===== config.mk =====
export PLATFORM = sky130hd
export DESIGN_NAME = dac_out_fmt
export DESIGN_NICKNAME = d
export VERILOG_FILES = /design/src/rtl/dac_out_fmt.sv
export SDC_FILE = /design/constraint.sdc
export NUM_CORES = 1
export LEC_CHECK = 0
export BUFFER_PORTS_ARGS = -buffer_cell sky130_fd_sc_hd__buf_2
export CAP_MARGIN = 0
export CORE_MARGIN = 10
export CORE_UTILIZATION = 25
export CTS_CLUSTER_DIAMETER = 40
export DETAILED_ROUTE_END_ITERATION = 7
export HOLD_SLACK_MARGIN = 0.06
export PLACE_DENSITY_LB_ADDON = 0.3
export SYNTH_ARGS = -nofsm -noshare
export SYNTH_HDL_FRONTEND = slang
export SYNTH_SLANG_ARGS = --single-unit

===== constraint.sdc =====
create_clock -name sys_clk -period 14 [get_ports sys_clk]
set_input_delay 1.4 -clock sys_clk [delete_from_list [all_inputs] [get_ports sys_clk]]
set_output_delay 1.4 -clock sys_clk [all_outputs]
set_load 0.01 [all_outputs]

===== src/rtl/dac_out_fmt.sv =====
// dac_out_fmt: formats modulator samples for a dual DAC.
//   Per channel: round/shift, saturate, soft-mute gain, then offset-binary or
//   two's-complement coding. Output modes: differential (DB = ~DA), dual
//   channel, free-running test ramp, or midscale. Three pipeline stages.
// Ports:
//   sys_clk, Rst         clock; asynchronous active-low reset
//   din_valid            din_a/din_b carry a sample this cycle
//   din_a, din_b         signed input samples (din_b used in dual mode only)
//   mode                 00 diff, 01 dual, 10 test ramp, 11 midscale
//   fmt_offset           1: offset binary (MSB inverted), 0: two's complement
//   mute_req             level request to ramp the gain down to zero
//   cnt_clr              synchronous clear of sat_cnt/sat_flag
//   DA, DB, dout_valid   DAC codes and new-sample strobe
//   mute_done            high while fully muted
//   sat_flag, sat_cnt    sticky saturation flag and saturating event counter
module dac_out_fmt #(
  parameter int unsigned DIN_W     = 30,
  parameter int unsigned DAC_W     = 14,
  parameter int unsigned SHIFT     = 7,
  parameter int unsigned GAIN_W    = 8,
  parameter int unsigned RAMP_STEP = 1,
  parameter int unsigned CNT_W     = 16
) (
  input  logic             sys_clk,
  input  logic             Rst,
  input  logic             din_valid,
  input  logic [DIN_W-1:0] din_a,
  input  logic [DIN_W-1:0] din_b,
  input  logic [1:0]       mode,
  input  logic             fmt_offset,
  input  logic             mute_req,
  input  logic             cnt_clr,
  output logic [DAC_W-1:0] DA,
  output logic [DAC_W-1:0] DB,
  output logic             dout_valid,
  output logic             mute_done,
  output logic             sat_flag,
  output logic [CNT_W-1:0] sat_cnt
);

  localparam int unsigned RW = DIN_W - SHIFT + 1;  // rounded sample width
  localparam int unsigned GW = GAIN_W + 1;         // gain 0..2**GAIN_W
  localparam int unsigned PW = DAC_W + GW + 1;     // signed product width
  localparam int unsigned YW = PW - GAIN_W;        // product after >>> GAIN_W
  localparam int unsigned WW = (RW > YW) ? RW : YW;

  localparam logic [1:0] ModeDiff = 2'b00;
  localparam logic [1:0] ModeDual = 2'b01;
  localparam logic [1:0] ModeRamp = 2'b10;
  localparam logic [1:0] ModeMid  = 2'b11;

  localparam logic [GW-1:0]           GainUnity = {1'b1, {GAIN_W{1'b0}}};
  localparam logic [GW-1:0]           GainStep  = GW'(RAMP_STEP);
  localparam logic [DIN_W:0]          RoundHalf = (DIN_W + 1)'(1) << (SHIFT - 1);
  localparam logic signed [DAC_W-1:0] DacMax    = {1'b0, {(DAC_W - 1){1'b1}}};
  localparam logic signed [DAC_W-1:0] DacMin    = {1'b1, {(DAC_W - 1){1'b0}}};
  localparam logic [CNT_W-1:0]        CntMax    = '1;

  typedef enum logic [1:0] {StActive, StRampDn, StMuted, StRampUp} mute_state_e;

  // Returns {clamped, code}.
  function automatic logic [DAC_W:0] clamp_dac(input logic signed [WW-1:0] v);
    if (v > WW'(DacMax)) begin
      return {1'b1, DacMax};
    end else if (v < WW'(DacMin)) begin
      return {1'b1, DacMin};
    end else begin
      return {1'b0, v[DAC_W-1:0]};
    end
  endfunction

  function automatic logic [DAC_W-1:0] fmt_code(input logic [DAC_W-1:0] v, input logic offs);
    return {v[DAC_W-1] ^ offs, v[DAC_W-2:0]};
  endfunction

  // Stage 1: round half toward +inf. One guard bit keeps x + half from overflowing.
  logic signed [DIN_W:0] sum_a, sum_b;
  always_comb begin
    sum_a = $signed({din_a[DIN_W-1], din_a}) + $signed(RoundHalf);
    sum_b = $signed({din_b[DIN_W-1], din_b}) + $signed(RoundHalf);
  end

  logic                 s1_valid_q, s1_fmt_q;
  logic [1:0]           s1_mode_q;
  logic signed [RW-1:0] s1_a_q, s1_b_q;

  // Stage 2: saturate, gain, re-clamp.
  logic [GW-1:0]        gain_q, gain_d;
  logic [DAC_W:0]       clp_a, clp_b, gcl_a, gcl_b;
  logic signed [PW-1:0] prod_a, prod_b;
  logic                 sat_evt;

  always_comb begin
    clp_a  = clamp_dac(WW'(s1_a_q));
    clp_b  = clamp_dac(WW'(s1_b_q));
    prod_a = PW'($signed(clp_a[DAC_W-1:0])) * $signed({{(PW - GW){1'b0}}, gain_q});
    prod_b = PW'($signed(clp_b[DAC_W-1:0])) * $signed({{(PW - GW){1'b0}}, gain_q});
    gcl_a  = clamp_dac(WW'($signed(prod_a[PW-1:GAIN_W])));
    gcl_b  = clamp_dac(WW'($signed(prod_b[PW-1:GAIN_W])));
    // Only input clamping counts; channel B matters in dual mode only.
    sat_evt = s1_valid_q &&
              (((s1_mode_q == ModeDiff) && clp_a[DAC_W]) ||
               ((s1_mode_q == ModeDual) && (clp_a[DAC_W] || clp_b[DAC_W])));
  end

  logic [CNT_W-1:0] sat_cnt_q, sat_cnt_d;
  logic             sat_flag_q, sat_flag_d;

  always_comb begin
    sat_cnt_d  = sat_cnt_q;
    sat_flag_d = sat_flag_q;
    if (cnt_clr) begin
      // A coincident event survives the clear.
      sat_cnt_d  = sat_evt ? CNT_W'(1) : '0;
      sat_flag_d = sat_evt;
    end else if (sat_evt) begin
      sat_flag_d = 1'b1;
      if (sat_cnt_q != CntMax) sat_cnt_d = sat_cnt_q + 1'b1;
    end
  end

  logic             s2_valid_q, s2_fmt_q;
  logic [1:0]       s2_mode_q;
  logic [DAC_W-1:0] s2_a_q, s2_b_q;

  // Stage 3: coding and output mode selection.
  logic [DAC_W-1:0] da_q, da_d, db_q, db_d, ramp_q, ramp_d;
  logic             dv_q, dv_d;

  always_comb begin
    da_d   = da_q;
    db_d   = db_q;
    dv_d   = 1'b0;
    ramp_d = ramp_q;
    unique case (s2_mode_q)
      ModeDiff: begin
        if (s2_valid_q) begin
          da_d = fmt_code(s2_a_q, s2_fmt_q);
          db_d = ~fmt_code(s2_a_q, s2_fmt_q);
          dv_d = 1'b1;
        end
      end
      ModeDual: begin
        if (s2_valid_q) begin
          da_d = fmt_code(s2_a_q, s2_fmt_q);
          db_d = fmt_code(s2_b_q, s2_fmt_q);
          dv_d = 1'b1;
        end
      end
      ModeRamp: begin
        // Counter advances once per emitted ramp code, i.e. every cycle in this mode.
        da_d   = ramp_q;
        db_d   = ~ramp_q;
        ramp_d = ramp_q + 1'b1;
        dv_d   = 1'b1;
      end
      ModeMid: begin
        da_d = fmt_code('0, s2_fmt_q);
        db_d = fmt_code('0, s2_fmt_q);
        dv_d = 1'b1;
      end
    endcase
  end

  always_ff @(posedge sys_clk or negedge Rst) begin
    if (!Rst) begin
      s1_valid_q <= 1'b0;
      s1_fmt_q   <= 1'b0;
      s1_mode_q  <= ModeDiff;
      s1_a_q     <= '0;
      s1_b_q     <= '0;
      s2_valid_q <= 1'b0;
      s2_fmt_q   <= 1'b0;
      s2_mode_q  <= ModeDiff;
      s2_a_q     <= '0;
      s2_b_q     <= '0;
      sat_cnt_q  <= '0;
      sat_flag_q <= 1'b0;
      da_q       <= '0;
      db_q       <= '0;
      dv_q       <= 1'b0;
      ramp_q     <= '0;
    end else begin
      s1_valid_q <= din_valid;
      s1_fmt_q   <= fmt_offset;
      s1_mode_q  <= mode;
      s1_a_q     <= sum_a[DIN_W:SHIFT];
      s1_b_q     <= sum_b[DIN_W:SHIFT];
      s2_valid_q <= s1_valid_q;
      s2_fmt_q   <= s1_fmt_q;
      s2_mode_q  <= s1_mode_q;
      s2_a_q     <= gcl_a[DAC_W-1:0];
      s2_b_q     <= gcl_b[DAC_W-1:0];
      sat_cnt_q  <= sat_cnt_d;
      sat_flag_q <= sat_flag_d;
      da_q       <= da_d;
      db_q       <= db_d;
      dv_q       <= dv_d;
      ramp_q     <= ramp_d;
    end
  end

  // Soft-mute FSM: state register.
  mute_state_e state_q, state_d;

  always_ff @(posedge sys_clk or negedge Rst) begin
    if (!Rst) begin
      state_q <= StActive;
      gain_q  <= GainUnity;
    end else begin
      state_q <= state_d;
      gain_q  <= gain_d;
    end
  end

  // Next state and gain. A reversal edge only changes direction; gain moves next cycle.
  always_comb begin
    state_d = state_q;
    gain_d  = gain_q;
    unique case (state_q)
      StActive: begin
        if (mute_req) state_d = StRampDn;
      end
      StRampDn: begin
        if (!mute_req) begin
          state_d = StRampUp;
        end else if (gain_q <= GainStep) begin
          gain_d  = '0;
          state_d = StMuted;
        end else begin
          gain_d = gain_q - GainStep;
        end
      end
      StMuted: begin
        if (!mute_req) state_d = StRampUp;
      end
      StRampUp: begin
        if (mute_req) begin
          state_d = StRampDn;
        end else if (gain_q >= GainUnity - GainStep) begin
          gain_d  = GainUnity;
          state_d = StActive;
        end else begin
          gain_d = gain_q + GainStep;
        end
      end
    endcase
  end

  // Outputs.
  always_comb begin
    mute_done = (state_q == StMuted);
  end

  assign DA         = da_q;
  assign DB         = db_q;
  assign dout_valid = dv_q;
  assign sat_flag   = sat_flag_q;
  assign sat_cnt    = sat_cnt_q;

endmodule


==> impl_metrics.ini <==
[worst_setup_path]
path_max_fanout = 14
worst-endpoint-arrival_ns = 8.35
startpoint_type = register
crit_required_ns = 14.29
end_kind = register
timing.rr.start = s1_b_q[23]
regToRegSetupSlack_ns = 5.94
classification_of_the_worst_setup_path = reg -> reg
setup.worst_path.start = s1_b_q[23]

[yosys]
synthAdderAreaFrac_pct = 33.9
synth_sequential_area_ratio_pct = 23.0
synth_top_flop_cell = sky130_fd_sc_hd__dfrtp_1
synth-async-reset-ratio_pct = 100
yosysTopAreaCell = sky130_fd_sc_hd__fa_1
synth_top_family_by_area = adder cells
mappedNetlistArea_mm2 = 0.0169
synth-seq-cells = 155
synthesis.nets = 2222
synth_compound_area_share_pct = 11.9
synth.avg_cell_area_um2 = 9.24
netlist.area_leader.share_pct = 25.4
synthXorXnorAreaFrac_pct = 5.64
synth.distinct_cells = 74
syn-instance-count = 1825
synthTopCellsByCount = sky130_fd_sc_hd__inv_1, sky130_fd_sc_hd__nand2_1, sky130_fd_sc_hd__fa_1, sky130_fd_sc_hd__dfrtp_1, sky130_fd_sc_hd__ha_1
netlist_top_cells_area = sky130_fd_sc_hd__fa_1, sky130_fd_sc_hd__dfrtp_1, sky130_fd_sc_hd__ha_1
synthMostInstantiatedCell = sky130_fd_sc_hd__inv_1
ys_warn_count = 0
yosys-mux-area-fraction_pct = 1.02
synth_enable_flop_cells = 0
synth-simple-area-share_pct = 16.1

[route]
vias = 12436
detail_route.drc_violations = 0
antenna_left = 0
totalWireLength_mm = 42.2
viasPerCell = 4.47
avgRoutedWirePerCell_um = 15.2
drt_first_pass_iters = 5
drt-initial-drc-count = 713

[floorplanning]
die_h_um = 280
initial_core_util_pct = 25.2
die-area_mm2 = 0.0782
die_w_um = 280
row_count = 95
placeableCoreArea_mm2 = 0.0670
floorplan.io_pins = 115

[global_routing]
global_route_met1_usage_pct = 14.6
grt.overflow.total = 0
grt-busiest-layer = met2
grt_usage_pct = 11.0
first_pass_grt_wire_length_mm = 69.5
number_of_antenna_violations_at_the_first_check_in_global_routing = 1
grt_use_met2_pct = 18.1
grt_max_degree = 83
via_count_of_the_first_global_routing_pass = 13235
gr-usage-met3_pct = 2.07

[cts]
cts.root.buffer_cell = sky130_fd_sc_hd__clkbuf_16
clk_lat_worst_skew_ns = 0.50
ctsResizeCount = 0
ctsHtreeMaxLevel = 4
tritoncts.num_buffers = 17
max_buffers_root_to_sink = 2
cts.clk_slew.worst_paths_ns = 0.08
cts.hold.buffers_added = 0
post_cts.repair.setup_buffers = 0
tritoncts_num_sinks = 155
tritoncts = done

[timing]
min_period_over_period_pct = 57.6
fmaxAchievable_mhz = 124
final_period_minus_worst_setup_slack_ns = 8.06
worstMarginPinSlew_ns = 1.30
clock-skew-final_ns = 0.0273
rsz0062_at_grt = false
timing.setup.tns_ns = 0
finalSetupViolCount = 0
timing.final.max_slew_violations = 0
worst_slew_margin_rel_pct = 13.0
finalHoldViolations = 0

[finish]
ratio_of_cells_with_drive_above_1_in_the_final_layout_pct = 9.50
nets = 2290
layout_area_growth_over_synthesis_pct = 12.2

[run]
max-cap-violations = 0

[placed_design]
port_buffers = 102
post-dp-hpwl_mm = 33.8
place.gp.congestion = 0.840

[min_path]
min_path_type = reg -> reg
hold_start = s1_fmt_q

[outcome]
status = finished clean
-- kinds of logic (layout without fill, tap and decap cells) --
| logic type | Yosys count | count (layout) |
|---|---|---|
| simple gates | 551 | 551 |
| other cells | 0 | 1 |
| mux | 17 | 17 |
| buf+inv | 373 | 454 |
| flops | 155 | 155 |
| xor+xnor | 107 | 107 |
| fa+ha+maj | 329 | 329 |
| compound gates | 293 | 293 |
-- layout make-up --
| type | instances | area [um2] |
|---|---|---|
| Sequential cell | 155 | 3880 |
| Inverter | 306 | 1150 |
| Multi-Input combinational cell | 1297 | 11600 |
| Fill cell | 7187 | 48100 |
| Timing Repair Buffer | 116 | 622 |
| Clock buffer | 17 | 425 |
| Clock inverter | 15 | 176 |
| Antenna cell | 1 | 2.50 |
| Tap cell | 873 | 1090 |
-- worst paths after layout --
kind,endpoint,depth (start not counted)
max in group asynchronous,s2_b_q[7],2
worst min-delay path,s2_fmt_q,0
min in group asynchronous,sat_cnt[11],1
worst max-delay path,s2_b_q[3],20
worst min register to register,s2_fmt_q,0
worst max register to register,s2_b_q[3],20
-- cells in the final DEF (no fill, tap or decap), types with 7 or more instances in the layout --
cell type / count
sky130_fd_sc_hd__nand2b_1: 10
sky130_fd_sc_hd__a21oi_1: 52
sky130_fd_sc_hd__xor2_1: 28
sky130_fd_sc_hd__a211oi_1: 7
sky130_fd_sc_hd__or3_1: 8
sky130_fd_sc_hd__nand2_1: 223
sky130_fd_sc_hd__nand3_1: 36
sky130_fd_sc_hd__and3_1: 19
sky130_fd_sc_hd__ha_1: 115
sky130_fd_sc_hd__fa_1: 214
sky130_fd_sc_hd__o211ai_1: 15
sky130_fd_sc_hd__nand4_1: 26
sky130_fd_sc_hd__nor2b_1: 26
sky130_fd_sc_hd__o21ai_0: 67
sky130_fd_sc_hd__mux2i_1: 16
sky130_fd_sc_hd__buf_4: 14
sky130_fd_sc_hd__nor2_1: 66
sky130_fd_sc_hd__clkbuf_16: 17
sky130_fd_sc_hd__inv_1: 305
sky130_fd_sc_hd__a21o_1: 42
sky130_fd_sc_hd__o22ai_1: 12
sky130_fd_sc_hd__dfrtp_1: 154
sky130_fd_sc_hd__nor3_1: 18
sky130_fd_sc_hd__o21ai_2: 8
sky130_fd_sc_hd__and2_1: 96
sky130_fd_sc_hd__xnor2_1: 78
sky130_fd_sc_hd__buf_2: 101
sky130_fd_sc_hd__o21a_1: 27
-- per-layer routing --
layer | routed length (um) | up-vias
met5 | 13 | -
met4 | 600 | 2
met3 | 1690 | 31
met2 | 19900 | 189
met1 | 19900 | 6230
li1 | - | 5984
-- critical path, cell delays in order (launching register included) --
cell                        delay, ns
sky130_fd_sc_hd__dfrtp_1         0.58
sky130_fd_sc_hd__a31oi_1         1.03
sky130_fd_sc_hd__o21a_1          0.47
sky130_fd_sc_hd__nand2_1         0.14
sky130_fd_sc_hd__fa_1            0.55
sky130_fd_sc_hd__inv_1           0.05
sky130_fd_sc_hd__fa_1            0.46
sky130_fd_sc_hd__fa_1            0.51
sky130_fd_sc_hd__fa_1            0.56
sky130_fd_sc_hd__inv_1           0.06
sky130_fd_sc_hd__fa_1            0.53
sky130_fd_sc_hd__inv_1           0.04
sky130_fd_sc_hd__ha_1            0.35
sky130_fd_sc_hd__a21o_1          0.21
sky130_fd_sc_hd__a221o_1         0.36
sky130_fd_sc_hd__a21o_1          0.22
sky130_fd_sc_hd__a2111oi_2       0.47
sky130_fd_sc_hd__a211oi_1        0.16
sky130_fd_sc_hd__a211oi_2        0.34
sky130_fd_sc_hd__o311a_2         0.48
sky130_fd_sc_hd__o21ai_0         0.29
-- sequential cells by signal, summed over array words and instances, names as in the netlist, 2 cells and up --
signal     flops
DA            14
DB            14
gain_q         9
ramp_q        14
s1_a_q        24
s1_b_q        24
s1_mode_q      2
s2_a_q        14
s2_b_q        14
s2_mode_q      2
sat_cnt       16
state_q        2
-- through the flow --
| stage | std cells | worst slack, ns | utilization [%] | cell area (um2) | hold slack, ns |
|---|---|---|---|---|---|
| finish | 2780 | 5.94 | 28.2 | 18900 | 0.342 |
| global route | 2779 | 5.43 | 28.2 | 18900 | 0.344 |
| CTS | 2779 | 5.91 | 28.2 | 18900 | 0.346 |
| detailed placement | 2747 | 5.93 | 27.3 | 18300 | 0.346 |
| global placement | 2747 | 6.02 | 27.3 | 18300 | 0.341 |
| floorplan | 1825 | 7.47 | - | 16900 | 0.331 |
Power is not shown: default switching activity piles up to over one toggle a cycle in this logic, so the estimate is an artifact.
